## config.mk

```make
export PLATFORM = sky130hd
export DESIGN_NAME = riscv_mem_flat
export DESIGN_NICKNAME = d
export VERILOG_FILES = /design/src/rtl/riscv_mem_if.sv /design/src/rtl/riscv_mem.sv /design/src/flat_wrapper.sv
export SDC_FILE = /design/constraint.sdc
export NUM_CORES = 1
export LEC_CHECK = 0
export BUFFER_PORTS_ARGS = -buffer_cell sky130_fd_sc_hd__buf_2
export CORE_AREA = 10 10 137 139
export DETAILED_ROUTE_END_ITERATION = 10
export DIE_AREA = 0 0 147 149
export PLACE_DENSITY = 0.67
export SLEW_MARGIN = 5
export SYNTH_ARGS = -nofsm -noshare
export SYNTH_HDL_FRONTEND = slang
export SYNTH_SLANG_ARGS = --single-unit
```

## constraint.sdc

```tcl
create_clock -name clk -period 6.1 [get_ports clk]
set_input_delay 1.22 -clock clk [delete_from_list [all_inputs] [get_ports clk]]
set_output_delay 1.22 -clock clk [all_outputs]
set_load 0.02 [all_outputs]
```

## src/rtl/riscv_mem_if.sv

```systemverilog
// rtl/riscv_mem_if.sv - EX->MEM, data bus and MEM->WB signal bundle for riscv_mem
`ifndef MEM_FUNCT_W
`define MEM_FUNCT_W 4
`define MEM_NOP 4'd0
`define MEM_LB  4'd1
`define MEM_LH  4'd2
`define MEM_LW  4'd3
`define MEM_LBU 4'd4
`define MEM_LHU 4'd5
`define MEM_SB  4'd6
`define MEM_SH  4'd7
`define MEM_SW  4'd8
`endif

interface riscv_mem_if;
    logic                    ds_rdy;
    logic                    ds_ack;
    logic [31:0]             ex_mem_result;
    logic [`MEM_FUNCT_W-1:0] ex_mem_funct;
    logic [31:0]             ex_mem_data;
    logic [4:0]              ex_mem_wb_rsd;
    logic                    dbus_req;
    logic                    dbus_we;
    logic [31:0]             dbus_addr;
    logic [3:0]              dbus_be;
    logic [31:0]             dbus_wdata;
    logic                    dbus_gnt;
    logic                    dbus_rvalid;
    logic [31:0]             dbus_rdata;
    logic                    us_rdy;
    logic                    us_ack;
    logic [31:0]             mem_wb_data;
    logic [4:0]              mem_wb_rsd;
    logic                    mem_wb_we;
    logic                    mem_wb_misalign;

    modport slave (
        input  ds_rdy, ex_mem_result, ex_mem_funct, ex_mem_data, ex_mem_wb_rsd,
        input  dbus_gnt, dbus_rvalid, dbus_rdata, us_ack,
        output ds_ack, dbus_req, dbus_we, dbus_addr, dbus_be, dbus_wdata,
        output us_rdy, mem_wb_data, mem_wb_rsd, mem_wb_we, mem_wb_misalign
    );

    modport master (
        output ds_rdy, ex_mem_result, ex_mem_funct, ex_mem_data, ex_mem_wb_rsd,
        output dbus_gnt, dbus_rvalid, dbus_rdata, us_ack,
        input  ds_ack, dbus_req, dbus_we, dbus_addr, dbus_be, dbus_wdata,
        input  us_rdy, mem_wb_data, mem_wb_rsd, mem_wb_we, mem_wb_misalign
    );
endinterface

```

## src/rtl/riscv_mem.sv

```systemverilog
// rtl/riscv_mem.sv - pipeline memory stage: EX payload in, data-bus access, WB payload out
`ifndef MEM_FUNCT_W
`define MEM_FUNCT_W 4
`define MEM_NOP 4'd0
`define MEM_LB  4'd1
`define MEM_LH  4'd2
`define MEM_LW  4'd3
`define MEM_LBU 4'd4
`define MEM_LHU 4'd5
`define MEM_SB  4'd6
`define MEM_SH  4'd7
`define MEM_SW  4'd8
`endif

module riscv_mem #(
    parameter int ALIGN_CHECK = 1
) (
    input  logic         clk,
    input  logic         rstn,
    riscv_mem_if.slave   bus
);
    typedef enum logic [1:0] {IDLE, REQ, RESP, OUT} state_t;

    state_t                  state;
    logic                    us_rdy_q;
    logic                    dbus_req_q;
    logic                    dbus_we_q;
    logic [31:0]             dbus_addr_q;
    logic [3:0]              dbus_be_q;
    logic [31:0]             dbus_wdata_q;
    logic [31:0]             wb_data_q;
    logic [4:0]              wb_rsd_q;
    logic                    wb_we_q;
    logic                    wb_misalign_q;
    logic [1:0]              a_q;
    logic [`MEM_FUNCT_W-1:0] funct_q;
    logic [4:0]              rsd_q;

    logic        is_load, is_store, is_half, is_word, misalign, accept, ds_ack;
    logic [1:0]  in_a, eff_a;
    logic [3:0]  be_in;
    logic [31:0] wdata_in, load_val;
    logic [7:0]  byte_sel;
    logic [15:0] half_sel;

    always_comb begin
        is_load  = 1'b0;
        is_store = 1'b0;
        is_half  = 1'b0;
        is_word  = 1'b0;
        case (bus.ex_mem_funct)
            `MEM_LB, `MEM_LBU: is_load = 1'b1;
            `MEM_LH, `MEM_LHU: begin is_load = 1'b1; is_half = 1'b1; end
            `MEM_LW:           begin is_load = 1'b1; is_word = 1'b1; end
            `MEM_SB:           is_store = 1'b1;
            `MEM_SH:           begin is_store = 1'b1; is_half = 1'b1; end
            `MEM_SW:           begin is_store = 1'b1; is_word = 1'b1; end
            default: ;
        endcase
    end

    // Without alignment checking the low address bits below the access size are dropped.
    assign in_a     = bus.ex_mem_result[1:0];
    assign misalign = (is_half && in_a[0]) || (is_word && (in_a != 2'b00));
    assign eff_a    = is_word ? 2'b00 : (is_half ? {in_a[1], 1'b0} : in_a);
    assign be_in    = is_word ? 4'b1111 : (is_half ? (4'b0011 << eff_a) : (4'b0001 << eff_a));
    assign wdata_in = is_word ? bus.ex_mem_data :
                      (is_half ? {2{bus.ex_mem_data[15:0]}} : {4{bus.ex_mem_data[7:0]}});

    // Accepting while OUT lets a new payload replace the one being drained on the same edge.
    assign ds_ack = ((state == IDLE) || (state == OUT)) && (!us_rdy_q || bus.us_ack);
    assign accept = bus.ds_rdy && ds_ack;

    assign byte_sel = bus.dbus_rdata[{a_q, 3'b000} +: 8];
    assign half_sel = bus.dbus_rdata[{a_q[1], 4'b0000} +: 16];

    always_comb begin
        load_val = bus.dbus_rdata;
        case (funct_q)
            `MEM_LB:  load_val = {{24{byte_sel[7]}}, byte_sel};
            `MEM_LBU: load_val = {24'h0, byte_sel};
            `MEM_LH:  load_val = {{16{half_sel[15]}}, half_sel};
            `MEM_LHU: load_val = {16'h0, half_sel};
            default:  load_val = bus.dbus_rdata;
        endcase
    end

    always_ff @(posedge clk or negedge rstn) begin
        if (!rstn) begin
            state         <= IDLE;
            us_rdy_q      <= 1'b0;
            dbus_req_q    <= 1'b0;
            dbus_we_q     <= 1'b0;
            dbus_addr_q   <= 32'h0;
            dbus_be_q     <= 4'h0;
            dbus_wdata_q  <= 32'h0;
            wb_data_q     <= 32'h0;
            wb_rsd_q      <= 5'h0;
            wb_we_q       <= 1'b0;
            wb_misalign_q <= 1'b0;
            a_q           <= 2'b00;
            funct_q       <= `MEM_NOP;
            rsd_q         <= 5'h0;
        end else begin
            case (state)
                IDLE, OUT: begin
                    if (accept) begin
                        if ((is_load || is_store) && misalign && (ALIGN_CHECK != 0)) begin
                            state         <= OUT;
                            us_rdy_q      <= 1'b1;
                            wb_data_q     <= bus.ex_mem_result;
                            wb_rsd_q      <= bus.ex_mem_wb_rsd;
                            wb_we_q       <= 1'b0;
                            wb_misalign_q <= 1'b1;
                        end else if (is_load || is_store) begin
                            state        <= REQ;
                            us_rdy_q     <= 1'b0;
                            dbus_req_q   <= 1'b1;
                            dbus_we_q    <= is_store;
                            dbus_addr_q  <= {bus.ex_mem_result[31:2], 2'b00};
                            dbus_be_q    <= be_in;
                            dbus_wdata_q <= wdata_in;
                            a_q          <= eff_a;
                            funct_q      <= bus.ex_mem_funct;
                            rsd_q        <= bus.ex_mem_wb_rsd;
                        end else begin
                            state         <= OUT;
                            us_rdy_q      <= 1'b1;
                            wb_data_q     <= bus.ex_mem_result;
                            wb_rsd_q      <= bus.ex_mem_wb_rsd;
                            wb_we_q       <= (bus.ex_mem_wb_rsd != 5'h0);
                            wb_misalign_q <= 1'b0;
                        end
                    end else if (us_rdy_q && bus.us_ack) begin
                        state    <= IDLE;
                        us_rdy_q <= 1'b0;
                    end
                end
                REQ: begin
                    if (bus.dbus_gnt) begin
                        dbus_req_q <= 1'b0;
                        if (dbus_we_q) begin
                            state         <= OUT;
                            us_rdy_q      <= 1'b1;
                            wb_data_q     <= 32'h0;
                            wb_rsd_q      <= rsd_q;
                            wb_we_q       <= 1'b0;
                            wb_misalign_q <= 1'b0;
                        end else begin
                            state <= RESP;
                        end
                    end
                end
                RESP: begin
                    if (bus.dbus_rvalid) begin
                        state         <= OUT;
                        us_rdy_q      <= 1'b1;
                        wb_data_q     <= load_val;
                        wb_rsd_q      <= rsd_q;
                        wb_we_q       <= (rsd_q != 5'h0);
                        wb_misalign_q <= 1'b0;
                    end
                end
                default: state <= IDLE;
            endcase
        end
    end

    assign bus.ds_ack          = ds_ack;
    assign bus.us_rdy          = us_rdy_q;
    assign bus.dbus_req        = dbus_req_q;
    assign bus.dbus_we         = dbus_we_q;
    assign bus.dbus_addr       = dbus_addr_q;
    assign bus.dbus_be         = dbus_be_q;
    assign bus.dbus_wdata      = dbus_wdata_q;
    assign bus.mem_wb_data     = wb_data_q;
    assign bus.mem_wb_rsd      = wb_rsd_q;
    assign bus.mem_wb_we       = wb_we_q;
    assign bus.mem_wb_misalign = wb_misalign_q;
endmodule

```

## src/flat_wrapper.sv

```systemverilog
// flat-port wrapper written by rule: the top's interface ports become plain ports
module riscv_mem_flat 
#(
    parameter int ALIGN_CHECK = 1
)
  (clk, rstn, bus_ds_rdy, bus_ex_mem_result, bus_ex_mem_funct, bus_ex_mem_data, bus_ex_mem_wb_rsd, bus_dbus_gnt, bus_dbus_rvalid, bus_dbus_rdata, bus_us_ack, bus_ds_ack, bus_dbus_req, bus_dbus_we, bus_dbus_addr, bus_dbus_be, bus_dbus_wdata, bus_us_rdy, bus_mem_wb_data, bus_mem_wb_rsd, bus_mem_wb_we, bus_mem_wb_misalign);
  riscv_mem_if bus_i ();
  input  logic clk;
  input  logic rstn;
  input wire logic [$bits(bus_i.ds_rdy)-1:0] bus_ds_rdy;
  input wire logic [$bits(bus_i.ex_mem_result)-1:0] bus_ex_mem_result;
  input wire logic [$bits(bus_i.ex_mem_funct)-1:0] bus_ex_mem_funct;
  input wire logic [$bits(bus_i.ex_mem_data)-1:0] bus_ex_mem_data;
  input wire logic [$bits(bus_i.ex_mem_wb_rsd)-1:0] bus_ex_mem_wb_rsd;
  input wire logic [$bits(bus_i.dbus_gnt)-1:0] bus_dbus_gnt;
  input wire logic [$bits(bus_i.dbus_rvalid)-1:0] bus_dbus_rvalid;
  input wire logic [$bits(bus_i.dbus_rdata)-1:0] bus_dbus_rdata;
  input wire logic [$bits(bus_i.us_ack)-1:0] bus_us_ack;
  output wire logic [$bits(bus_i.ds_ack)-1:0] bus_ds_ack;
  output wire logic [$bits(bus_i.dbus_req)-1:0] bus_dbus_req;
  output wire logic [$bits(bus_i.dbus_we)-1:0] bus_dbus_we;
  output wire logic [$bits(bus_i.dbus_addr)-1:0] bus_dbus_addr;
  output wire logic [$bits(bus_i.dbus_be)-1:0] bus_dbus_be;
  output wire logic [$bits(bus_i.dbus_wdata)-1:0] bus_dbus_wdata;
  output wire logic [$bits(bus_i.us_rdy)-1:0] bus_us_rdy;
  output wire logic [$bits(bus_i.mem_wb_data)-1:0] bus_mem_wb_data;
  output wire logic [$bits(bus_i.mem_wb_rsd)-1:0] bus_mem_wb_rsd;
  output wire logic [$bits(bus_i.mem_wb_we)-1:0] bus_mem_wb_we;
  output wire logic [$bits(bus_i.mem_wb_misalign)-1:0] bus_mem_wb_misalign;
  assign bus_i.ds_rdy = bus_ds_rdy;
  assign bus_i.ex_mem_result = bus_ex_mem_result;
  assign bus_i.ex_mem_funct = bus_ex_mem_funct;
  assign bus_i.ex_mem_data = bus_ex_mem_data;
  assign bus_i.ex_mem_wb_rsd = bus_ex_mem_wb_rsd;
  assign bus_i.dbus_gnt = bus_dbus_gnt;
  assign bus_i.dbus_rvalid = bus_dbus_rvalid;
  assign bus_i.dbus_rdata = bus_dbus_rdata;
  assign bus_i.us_ack = bus_us_ack;
  assign bus_ds_ack = bus_i.ds_ack;
  assign bus_dbus_req = bus_i.dbus_req;
  assign bus_dbus_we = bus_i.dbus_we;
  assign bus_dbus_addr = bus_i.dbus_addr;
  assign bus_dbus_be = bus_i.dbus_be;
  assign bus_dbus_wdata = bus_i.dbus_wdata;
  assign bus_us_rdy = bus_i.us_rdy;
  assign bus_mem_wb_data = bus_i.mem_wb_data;
  assign bus_mem_wb_rsd = bus_i.mem_wb_rsd;
  assign bus_mem_wb_we = bus_i.mem_wb_we;
  assign bus_mem_wb_misalign = bus_i.mem_wb_misalign;
  riscv_mem #(.ALIGN_CHECK(ALIGN_CHECK)) u_core (.clk(clk), .rstn(rstn), .bus(bus_i));
endmodule
```

==> flow_summary.json <==
{
  "clock-root-buffer": "sky130_fd_sc_hd__clkbuf_16",
  "die_w_um": 147,
  "grt.total_usage": 0.193,
  "yosys.area.top_type_share": 0.482,
  "reg2reg_to": "u_core.bus.mem_wb_data[8]",
  "dp_slack_ps": 2110,
  "layoutNonFillerInstCount": 1116,
  "fin_setup_tns_ps": 0,
  "power.density_cell_area_mw_per_mm2": 616,
  "boundaryPins": 222,
  "area_of_combinational_cells_with_multiple_inputs_mm2": 0.00301,
  "worstMarginPinSlew_ps": 1220,
  "r2r.worst_path.cells": 6,
  "drt-pass1-iter-count": 7,
  "drt_first_iter_violations": 430,
  "worst_ir_drop_vdd_mv": 0.218,
  "clock_latency_ps": 410,
  "dieArea_mm2": 0.0219,
  "synth.top_cells.by_area": "sky130_fd_sc_hd__dfrtp_1 (48%), sky130_fd_sc_hd__nand2_1 (13%), sky130_fd_sc_hd__mux2_2 (7.0%), sky130_fd_sc_hd__mux2i_1 (4.6%), sky130_fd_sc_hd__o21ai_0 (3.5%)",
  "yosysMostFrequentCell": "sky130_fd_sc_hd__nand2_1",
  "ant_nets": 0,
  "routed_wl_per_cell_um": 19.3,
  "timing.critical_path.fanout_max": 49,
  "syn-cell-area_mm2": 0.00628,
  "ctsHtreeMaxLevel": 4,
  "antenna_found_initial": 0,
  "hold-path-cell-count": 2,
  "setup.worst_path.start": "u_core.state[1]",
  "grt_pass1_wl_mm": 33.6,
  "post_cts_resize_count": 0,
  "initial_core_util": 0.388,
  "drive_gt1_frac": 0.344,
  "path_clk_slew_ps": 60,
  "yosys.area.top_type": "sky130_fd_sc_hd__dfrtp_1",
  "register_area_mm2": 0.00303,
  "wirelength_mm": 21.5,
  "drc": 0,
  "core_area_mm2": 0.0162,
  "sort_of_element_at_the_end_of_the_critical_path": "flop",
  "r2r_setup_slack_ps": 2260,
  "remaining_global_route_overflow": 0,
  "ys_ff_latch": 121,
  "number_of_flops_mapped_to_enable_cells_by_yosys": 0,
  "seq_power_share": 0.289,
  "vias_per_cell": 5.18,
  "grt_pass1_vias": 5905,
  "cts_num_sinks": 121,
  "max-slew-margin-rel": 0.184,
  "worst_endpoint_data_arrival_time_ps": 4130,
  "post-cts-setup-buffers": 0,
  "finalHoldViolCount": 0,
  "pwr-share-clk": 0.214,
  "area_growth_pct": 29.2,
  "netSwitchingPower_uw": 2160,
  "power.internal_uw": 2840,
  "count_of_distinct_cell_types_in_the_synthesized_netlist": 55,
  "finalMaxSlewViolations": 0,
  "synth.yosys.warnings": 0,
  "maxCapViolCount": 0,
  "comb_power_share": 0.498,
  "gp_congestion": 0.886,
  "synth-async-reset-ratio": 1.00,
  "worst_setup_path_endpoint": "u_core.bus.mem_wb_data[8]",
  "cts_tree": "yes",
  "cts_hold_buffers": 0,
  "std_cell_rows": 47,
  "syn-instance-count": 689,
  "cts-buffers-inserted": 17,
  "cellLeakagePower_uw": 0.00411,
  "finish.net_count": 996,
  "synth.yosys.seq_area_share": 0.482,
  "r2r_start": "u_core.state[1]",
  "synthTopCellsByCount": "sky130_fd_sc_hd__nand2_1 (212), sky130_fd_sc_hd__dfrtp_1 (121), sky130_fd_sc_hd__o21ai_0 (44)",
  "vias": 5783,
  "grt_max_degree": 88,
  "power.share.switching": 0.431,
  "final.fill_count": 1549,
  "finalWorstSetupSlack_ps": 2260,
  "timing.hold.worst.class": "flop to flop",
  "die_height_um": 149,
  "timing.clock.skew_ps": 7.29,
  "synth_ff_type": "sky130_fd_sc_hd__dfrtp_1",
  "port_buffers": 219,
  "timing.critical_path.required_ps": 6390,
  "startpoint_type": "flop",
  "max_frequency_mhz": 260,
  "setup.worst_path.class": "flop to flop",
  "grt_setup_unrepaired": "no",
  "finalCritPeriodShare": 0.629,
  "placed_cells": 1084,
  "period_minus_slack_ps": 3840,
  "clockBufferDepth": 2,
  "run_status": "completed",
  "dp.final_hpwl_mm": 15.9,
  "timing.final.setup_violations": 0,
  "syn-mean-instance-area_um2": 9.11
}
## flip-flops by register name, summed over array words and instances, names as in the netlist, 2 cells and up
register	cells
u_core.bus.mem_wb_data	32
u_core.rsd_q	5
u_core.state	2
u_core.a_q	2
u_core.bus.mem_wb_rsd	5
u_core.bus.dbus_be	4
u_core.funct_q	4
u_core.bus.dbus_addr	30
u_core.bus.dbus_wdata	32
## metal layers
layer | GRT usage | vias up | share of wire
met5 | 0 | - | 0
met4 | 0.0654 | 0 | 0.019
met3 | 0.0725 | 27 | 0.10
met2 | 0.300 | 259 | 0.45
met1 | 0.243 | 2729 | 0.43
li1 | - | 2768 | -
## kinds of logic (layout without fill, tap and decap cells)
| group | Yosys count | after routing | synth area share |
|---|---|---|---|
| other cells | 1 | 3 | 0.000598 |
| flops | 121 | 121 | 0.482 |
| buf+inv | 62 | 267 | 0.0455 |
| xor+xnor | 1 | 1 | 0.00140 |
| mux | 69 | 69 | 0.120 |
| fa+ha+maj | 2 | 2 | 0.00399 |
| compound gates | 162 | 162 | 0.166 |
| simple gates | 271 | 271 | 0.180 |
## layout make-up
cell class                 instances  area share
inverter                          13     0.00602
clock buffer                      20      0.0551
tap                              220      0.0339
sequential                       121       0.373
clock inverter                    11      0.0211
antenna                            1    0.000308
timing repair buffer             223       0.139
multi-input combinational        507       0.371
## stage by stage
step | util | hold WS, ps | instance area [µm²] | total power, µW
detailed placement | 0.463 | 457 | 7490 | 3960
floorplan | - | 464 | 6280 | 3180
CTS | 0.501 | 472 | 8110 | 5050
global route | 0.501 | 479 | 8110 | 5350
finish | 0.502 | 465 | 8110 | 5000
global placement | 0.463 | 453 | 7490 | 3920
## power by group through the flow
| stage | clock network, µW | logic (µW) | registers (µW) |
|---|---|---|---|
| floorplan | 0 | 1390 | 1800 |
| finish | 1070 | 2490 | 1440 |
| global placement | 0 | 2490 | 1430 |
| detailed placement | 0 | 2510 | 1450 |
| CTS | 1080 | 2520 | 1440 |
| global route | 1130 | 2730 | 1490 |
## layout by cell type, fill, tap and decap left out, types with 2 or more instances in the layout
| cell | Yosys | final |
|---|---|---|
| sky130_fd_sc_hd__a2bb2oi_1 | 4 | 4 |
| sky130_fd_sc_hd__a211oi_1 | 8 | 8 |
| sky130_fd_sc_hd__o211ai_1 | 9 | 9 |
| sky130_fd_sc_hd__a21o_1 | 11 | 11 |
| sky130_fd_sc_hd__clkinv_4 | 0 | 2 |
| sky130_fd_sc_hd__nand2_1 | 212 | 212 |
| sky130_fd_sc_hd__nor2_1 | 29 | 29 |
| sky130_fd_sc_hd__nor3b_1 | 2 | 2 |
| sky130_fd_sc_hd__bufinv_16 | 0 | 4 |
| sky130_fd_sc_hd__buf_2 | 12 | 218 |
| sky130_fd_sc_hd__o21bai_1 | 2 | 2 |
| sky130_fd_sc_hd__o21ai_0 | 44 | 44 |
| sky130_fd_sc_hd__nand2b_1 | 5 | 5 |
| sky130_fd_sc_hd__inv_1 | 13 | 13 |
| sky130_fd_sc_hd__o221ai_1 | 3 | 3 |
| sky130_fd_sc_hd__a31oi_1 | 18 | 16 |
| sky130_fd_sc_hd__a222oi_1 | 4 | 4 |
| sky130_fd_sc_hd__clkbuf_1 | 28 | 2 |
| sky130_fd_sc_hd__a21oi_2 | 2 | 2 |
| sky130_fd_sc_hd__buf_4 | 4 | 5 |
| sky130_fd_sc_hd__clkbuf_16 | 0 | 17 |
| sky130_fd_sc_hd__o22a_1 | 5 | 5 |
| sky130_fd_sc_hd__nand3_1 | 4 | 4 |
| sky130_fd_sc_hd__o2bb2ai_1 | 4 | 4 |
| sky130_fd_sc_hd__mux2_2 | 39 | 39 |
| sky130_fd_sc_hd__dfrtp_1 | 121 | 121 |
| sky130_fd_sc_hd__mux2i_1 | 29 | 29 |
| sky130_fd_sc_hd__clkinvlp_4 | 0 | 2 |
| sky130_fd_sc_hd__o21ai_1 | 19 | 19 |
| sky130_fd_sc_hd__a21oi_4 | 1 | 2 |
| sky130_fd_sc_hd__a21oi_1 | 17 | 16 |
| sky130_fd_sc_hd__o22ai_1 | 4 | 4 |
| sky130_fd_sc_hd__nor2b_1 | 6 | 6 |
| sky130_fd_sc_hd__conb_1 | 1 | 2 |
| sky130_fd_sc_hd__clkinv_2 | 0 | 2 |
## worst min path at each step
stage	from	to	slack, ps
after floorplan	u_core.rsd_q[2]	u_core.rsd_q[2]	460
after detailed placement	u_core.bus.dbus_addr[22]	u_core.bus.dbus_addr[22]	460
after global routing	u_core.bus.dbus_addr[15]	u_core.bus.dbus_addr[15]	480
final	u_core.bus.dbus_addr[14]	u_core.bus.dbus_addr[14]	470
after CTS	u_core.bus.dbus_addr[22]	u_core.bus.dbus_addr[22]	470
after global placement	u_core.bus.dbus_addr[21]	u_core.bus.dbus_addr[21]	450
## worst max-delay path: stages, from the launching register on
cell                       delay [ps]
sky130_fd_sc_hd__dfrtp_1          390
sky130_fd_sc_hd__ha_2             960
sky130_fd_sc_hd__nand3_1          370
sky130_fd_sc_hd__nand4b_1         390
sky130_fd_sc_hd__a21oi_4          870
sky130_fd_sc_hd__buf_4            360
sky130_fd_sc_hd__mux2_2           350
(Power assumes the default switching activity.)
